## src/rtl/pair_former.sv

```systemverilog
// pair_former: packs a 16-bit element stream into {a,b} pairs in a FIFO_DEPTH-entry FIFO, one cycle push-to-valid_out, ready_in low only when full.
// Define PAIR_FORMER_PAD_EN to pad an odd final element with PAD_VALUE; otherwise it is dropped and odd_drop pulses.
module pair_former #(
   parameter int          FIFO_DEPTH = 4,
   parameter logic [15:0] PAD_VALUE  = 16'h0000
) (
   input  logic        clk,
   input  logic        rst,
   input  logic [15:0] data_in,
   input  logic        valid_in,
   input  logic        last_in,
   output logic        ready_in,
   output logic [15:0] data_out_a,
   output logic [15:0] data_out_b,
   output logic        valid_out,
   input  logic        ready_out,
   output logic [7:0]  pair_count,
   output logic        odd_drop
);

   localparam int PW = $clog2(FIFO_DEPTH);
   localparam int CW = PW + 1;

   typedef struct packed {
      logic [15:0] a;
      logic [15:0] b;
   } pair_t;

   typedef enum logic {
      WAIT_A = 1'b0,
      HAVE_A = 1'b1
   } state_t;

   state_t        r_state;
   state_t        w_state_nxt;
   logic [15:0]   r_hold;
   pair_t         r_mem [FIFO_DEPTH];
   logic [PW-1:0] r_wr_ptr;
   logic [PW-1:0] r_rd_ptr;
   logic [CW-1:0] r_count;
   logic [7:0]    r_pair_count;
   logic          r_odd_drop;

   logic          w_accept;
   logic          w_pop;
   logic          w_push;
   logic          w_hold_ld;
   logic          w_drop;
   pair_t         w_pair;
   pair_t         w_head;

   // Flow control depends on occupancy only, never on this cycle's handshake inputs.
   assign ready_in   = (r_count < CW'(FIFO_DEPTH));
   assign valid_out  = (r_count != '0);
   assign w_accept   = valid_in & ready_in;
   assign w_pop      = valid_out & ready_out;

   assign w_head     = r_mem[r_rd_ptr];
   assign data_out_a = w_head.a;
   assign data_out_b = w_head.b;
   assign pair_count = r_pair_count;
   assign odd_drop   = r_odd_drop;

   // In WAIT_A the only pair that can be pushed is a padded odd tail.
   assign w_pair = (r_state == HAVE_A) ? {r_hold, data_in} : {data_in, PAD_VALUE};

   always_comb begin
      w_state_nxt = r_state;
      w_push      = 1'b0;
      w_hold_ld   = 1'b0;
      w_drop      = 1'b0;
      case (r_state)
         WAIT_A: begin
            if (w_accept) begin
               if (!last_in) begin
                  w_hold_ld   = 1'b1;
                  w_state_nxt = HAVE_A;
               end else begin
`ifdef PAIR_FORMER_PAD_EN
                  w_push = 1'b1;
`else
                  w_drop = 1'b1;
`endif
               end
            end
         end
         HAVE_A: begin
            if (w_accept) begin
               w_push      = 1'b1;
               w_state_nxt = WAIT_A;
            end
         end
      endcase
   end

   always_ff @(posedge clk or posedge rst) begin
      if (rst) begin
         r_state      <= WAIT_A;
         r_wr_ptr     <= '0;
         r_rd_ptr     <= '0;
         r_count      <= '0;
         r_pair_count <= '0;
         r_odd_drop   <= 1'b0;
      end else begin
         r_state    <= w_state_nxt;
         r_odd_drop <= w_drop;
         if (w_push) begin
            r_wr_ptr <= r_wr_ptr + PW'(1);
         end
         if (w_pop) begin
            r_rd_ptr <= r_rd_ptr + PW'(1);
         end
         case ({w_push, w_pop})
            2'b10:   r_count <= r_count + CW'(1);
            2'b01:   r_count <= r_count - CW'(1);
            default: r_count <= r_count;
         endcase
         if (w_pop && (r_pair_count != 8'hFF)) begin
            r_pair_count <= r_pair_count + 8'd1;
         end
      end
   end

   // Data path needs no reset: occupancy and FSM state gate every use.
   always_ff @(posedge clk) begin
      if (w_hold_ld) begin
         r_hold <= data_in;
      end
      if (w_push) begin
         r_mem[r_wr_ptr] <= w_pair;
      end
   end

endmodule

```

## config.mk

```make
export PLATFORM = sky130hd
export DESIGN_NAME = pair_former
export DESIGN_NICKNAME = d
export VERILOG_FILES = /design/src/rtl/pair_former.sv
export SDC_FILE = /design/constraint.sdc
export NUM_CORES = 1
export LEC_CHECK = 0
export ABC_CLOCK_PERIOD_IN_PS = 2400
export CAP_MARGIN = 30
export CORE_MARGIN = 5
export CORE_UTILIZATION = 25
export CTS_CLUSTER_DIAMETER = 100
export CTS_CLUSTER_SIZE = 8
export DETAILED_ROUTE_END_ITERATION = 12
export PLACE_DENSITY = 0.46
export SLEW_MARGIN = 20
export SYNTH_ARGS = -nofsm -noshare
export SYNTH_HDL_FRONTEND = slang
export SYNTH_SLANG_ARGS = --single-unit
```

## constraint.sdc

```tcl
create_clock -name clk -period 2.4 [get_ports clk]
set_clock_uncertainty 0.15 [all_clocks]
set_input_delay 0.36 -clock clk [delete_from_list [all_inputs] [get_ports clk]]
set_output_delay 0.36 -clock clk [all_outputs]
set_load 0.03 [all_outputs]
```

Yosys cells after proc, flatten, opt, wreduce, memory -nomap -nowiden
Memories as Yosys holds them, arrays and structs flattened. Index checks and enable logic that the tools add are counted.

Flip-flop bits (word level): 33. Bits in writable memories: 128. Output and inout port bits: 43. Logic and storage cells: 37. Memories: 1.

Memories: r_mem (depth 4, width 32, read ports 1, clocked after Yosys merged registers in 0, write ports 1, RTL line 37) `pair_t r_mem [FIFO_DEPTH];`.

$add $sub $neg: 5. $lt $le $gt $ge: 1. Equal/unequal tests: 3. Multiplexer cells: 14. Bitwise operators: 3. Reduce and logical (&&, ||, !) cells: 3.

Operators by type and width (number): $mux 32 (1); $mux 1 (11); $add 8x1->8 const B (1); $ne 8x8->1 const B (1); $pmux 3 s2 (1); $add 2x1->2 const B (2); $add 3x1->3 const B (1); $lt 3x3->1 const B (1); $reduce_bool 3->1 (1); $sub 3x1->3 const B (1); $and 1x1->1 (2); $eq 2x1->1 const B (1); $eq 2x2->1 const B (1); $pmux 1 s2 (1); $reduce_bool 2->1 (1); $logic_and 1x1->1 (1); $not 1->1 (1).

Longest topological paths before layout
Depth in word-level cells: 6. Mapped depth: 10. Depth with buffers taken out: 9.

Least setup slack after synthesis
OpenSTA, ideal clock, no wires.

Path kind: reg-to-reg. From: register r_count[2]. To: register r_hold[0], enable pin. Library setup time: 412 ps. Arrival time: 1944 ps. Path slack: -106 ps. Cell stages (with the launch flop): 4. Path buffers: 0. Cell sequence: dfrtp_1 inv_1 nand2_1 nor3_1.

Longest elaborated chain between the ends: 4.

Ends and longest elaborated chain: start: declaration (RTL line 40) `logic [CW-1:0] r_count;`; start signal: assignment (RTL line 114) `2'b10: r_count <= r_count + CW'(1);`; start signal: assignment (RTL line 115) `2'b01: r_count <= r_count - CW'(1);`; start signal: assignment (RTL line 116) `default: r_count <= r_count;`; $lt 3x3->1 (RTL line 53) `assign ready_in = (r_count < CW'(FIFO_DEPTH));`; via ready_in (RTL line 12) `output logic ready_in,`; $and 1x1->1 (RTL line 55) `assign w_accept = valid_in & ready_in;`; $mux 1 (RTL line 74) `if (w_accept) begin`; $mux 1 (RTL line 72) `case (r_state)`; via w_hold_ld (RTL line 47) `logic w_hold_ld;`; end signal: assignment (RTL line 127) `r_hold <= data_in;`; end: declaration (RTL line 36) `logic [15:0] r_hold;`.

The timed path passes the listed nets, and every way through them passes these cells. A chain may end at the register's enable or synchronous reset.

Final worst setup path
From: register r_rd_ptr[0]. To: output data_out_a[6].

Longest elaborated chain between the ends: 1.

Ends and longest elaborated chain: start: declaration (RTL line 39) `logic [PW-1:0] r_rd_ptr;`; start signal: assignment (RTL line 111) `r_rd_ptr <= r_rd_ptr + PW'(1);`; $mem_v2 4x32; end: declaration (RTL line 13) `output logic [15:0] data_out_a,`.

Every way passes these cells.

==> run summary <==
Max_cap viols -> 0
Antenna violations before repair -> 0
Die Span Y -> 168.4 um
Synth Net Count -> 329
Cells after synthesis -> 301
Tot GR Track Use -> 9.475%
CP Class -> register to output pin
DRC viols -> 0
Synth Cell Area -> 6276 um2
Worst hold path type -> primary input to asynchronous set/reset pin
Top post-synthesis cells by area -> edfxtp_1, mux4_2, dfrtp_1, mux2_2, and2_1
Worst r2r path cells -> 9
Final Cycle Share -> 99.63%
Antenna Nets Post-Route -> 0
Sequential cell area -> 4757 um2
Worst vdd ir -> 660.6 uV
Top delay family on crit path -> multiplexers
Worst-path fanout max -> 7
Num ports -> 64
Synth Register Bits -> 161
Final Hold Viols -> 0
Total power -> 10.18 mW
Row cnt -> 58
Root Buffer -> clkbuf_16
Fillers -> 2416
CP Depth -> 3
Pwr/cell area -> 1247 nW/um2
CTS tree -> built
Worst slew pin tran -> 689.7 ps
Critical Path RT -> 1890 ps
Die W -> 168.4 um
Diode count -> 0
Largest net degree at the start of global routing -> 35
Starting Density -> 25.14%
Placer Congestion -> 0.6768
Footprint of the multi-input gates -> 1438 um2
Final worst path period need -> 2391 ps
Crit path buf inv count -> 2
Crit path cell chain -> buf_6, mux4_2, buf_4
Arr. time, crit path -> 1880 ps
Relative slew margins -> 53.97%
EDFF count, synth -> 144
Vias per inst -> 4.090
Critical Path End Type -> output pin
Asr flop ratio synth -> 10.56%
CTS Buffer Depth -> 2
Main flop type after synthesis -> edfxtp_1
Fmax -> 418.2 MHz
Wire length per cell -> 17.60 um
Synth unique cells -> 30
Total grt overflow -> 0
Share of layout cells above drive strength 1 -> 35.82%
Hpwl dp -> 8083 um
Critical Path Source Type -> register
Port bufs -> 63
H-tree depth -> 4
Clk_lat worst skew -> 410 ps
Setup violations, final -> 0
Clock sink total -> 161
Count leader, synth -> edfxtp_1
DRT Pass-1 Iters -> 4
First-pass GRT wire length -> 20070 um
Outcome -> finished clean
Register area share after synthesis -> 75.68%
Via count -> 2994
Slowest cell on the critical path -> mux4_2
Worst path max stage delay -> 550 ps
Drt total wl -> 12880 um
TritonCTS buffer count -> 17
Vias in the first global route -> 3222
Leading area contributor after synthesis -> edfxtp_1
Die ar. -> 28370 um2
Top cells by count, synth -> edfxtp_1, mux4_2, and2_1
Clk slew on worst S/H paths -> 70 ps
Average size of a mapped cell -> 20.85 um2
Final Slew Violations -> 0
Initial DRC count -> 112
Area grow syn2layout -> 30.06%
Top cell type's share of synthesized area -> 68.90%
Leak -> 2.791 nW
Unrepaired setup endpoints after global routing -> true
Ys Warns -> 0
Core box area -> 24960 um2
Nets -> 417
Worst hold slack -> 197.5 ps
==> path summary, 6_finish.rpt <==
path / from / endpoint / slack, ps
max reg2reg: r_count[0] / r_count[2] / 360
min in group clk: r_count[0] / r_count[0] / 360
min reg2reg: r_count[0] / r_count[0] / 360
min: rst / r_rd_ptr[0] / 200
max: r_rd_ptr[0] / data_out_a[6] / 9
max in group asynchronous: rst / r_rd_ptr[1] / 1390
==> per-layer routing <==
| layer | share of wire [%] | track usage, % | up-vias |
|---|---|---|---|
| met5 | 0 | 0 | - |
| met4 | 0.40 | 2.435 | 0 |
| met3 | 3.6 | 3.076 | 2 |
| met2 | 49 | 15.04 | 54 |
| met1 | 47 | 12.62 | 1577 |
| li1 | - | - | 1361 |
==> cells in the final DEF (no fill, tap or decap), drive strengths merged <==
cell           Yosys  layout
and2              20      20
bufinv             0       3
or2                1       1
clkinv             0       5
clkdlybuf4s50      0      30
nand4              1       1
clkinvlp           0       2
clkbuf             4      21
a21o               1       1
or3                1       1
fa                 1       1
mux2              19      19
ha                 6       6
nand3              4       4
buf                9      51
nor3b              1       1
mux4              32      32
edfxtp           144     144
nand2              6       6
xnor2              5       5
mux2i              1       1
nand2b             1       1
nor2               5       5
xor2               6       6
dlymetal6s2s       0       1
dfrtp             17      17
inv               10      11
and3               1       1
nor3               3       3
o21ai              2       2
==> sequential cells by signal, summed over array words and instances, names as in the netlist <==
name        count
odd_drop        1
pair_count      8
r_count         3
r_hold         16
r_mem         128
r_rd_ptr        2
r_state         1
r_wr_ptr        2
==> report_power, final <==
group          total (mW)  switching (mW)  internal (mW)
logic                3.64            1.97           1.67
registers            3.76           0.229           3.54
clock network        2.78            1.07           1.70
total                10.2            3.27           6.91
==> cells by family (layout without fill, tap and decap cells) <==
| logic type | count (synthesis) | after routing | synth area share (%) |
|---|---|---|---|
| buffers and inverters | 23 | 124 | 1.674 |
| AOI/OAI and AO/OA | 3 | 3 | 0.4586 |
| muxes | 52 | 52 | 15.11 |
| adders and majority gates | 7 | 7 | 1.515 |
| DFF | 161 | 161 | 75.68 |
| and+or+nand+nor | 44 | 44 | 4.027 |
| xor gates and xnor gates | 11 | 11 | 1.535 |
==> timing repair <==
item / CTS / global route
hold buffers: 0 / 0
resized for setup: 30 / 18
setup endpoints to repair: 32 / 31
buffers inserted: 2 / 0
==> through the flow <==
step	cells	utilization, %	cell area [um2]	setup WS [ps]	setup TNS, ps
2_1_floorplan	301	-	6281	2.277	0
3_3_place_gp	699	29.96	7478	119.6	0
3_5_place_dp	699	29.96	7478	89.48	0
4_1_cts	733	32.68	8159	-37.45	-203.5
5_1_grt	732	32.70	8163	-67.43	-837.3
6_report	732	32.70	8163	8.811	0
==> final cells by class <==
cell class,instances,share of cell area (%)
Timing Repair Buffer,82,11.04
Clock buffer,21,5.641
Multi-Input combinational cell,117,17.61
Tap cell,330,5.058
Inverter,10,0.4598
Clock inverter,11,1.916
Sequential cell,161,58.28
==> worst register-to-register path: stages, from the launching register on <==
cell and delay (ps):
dfrtp_1 410, or3_4 420, nand2_4 90, inv_2 40
ha_1 210, inv_1 80, fa_1 190, xor2_1 160
nor2_1 70, xnor2_1 120
Note: power is estimated with default switching activity, not from simulation.
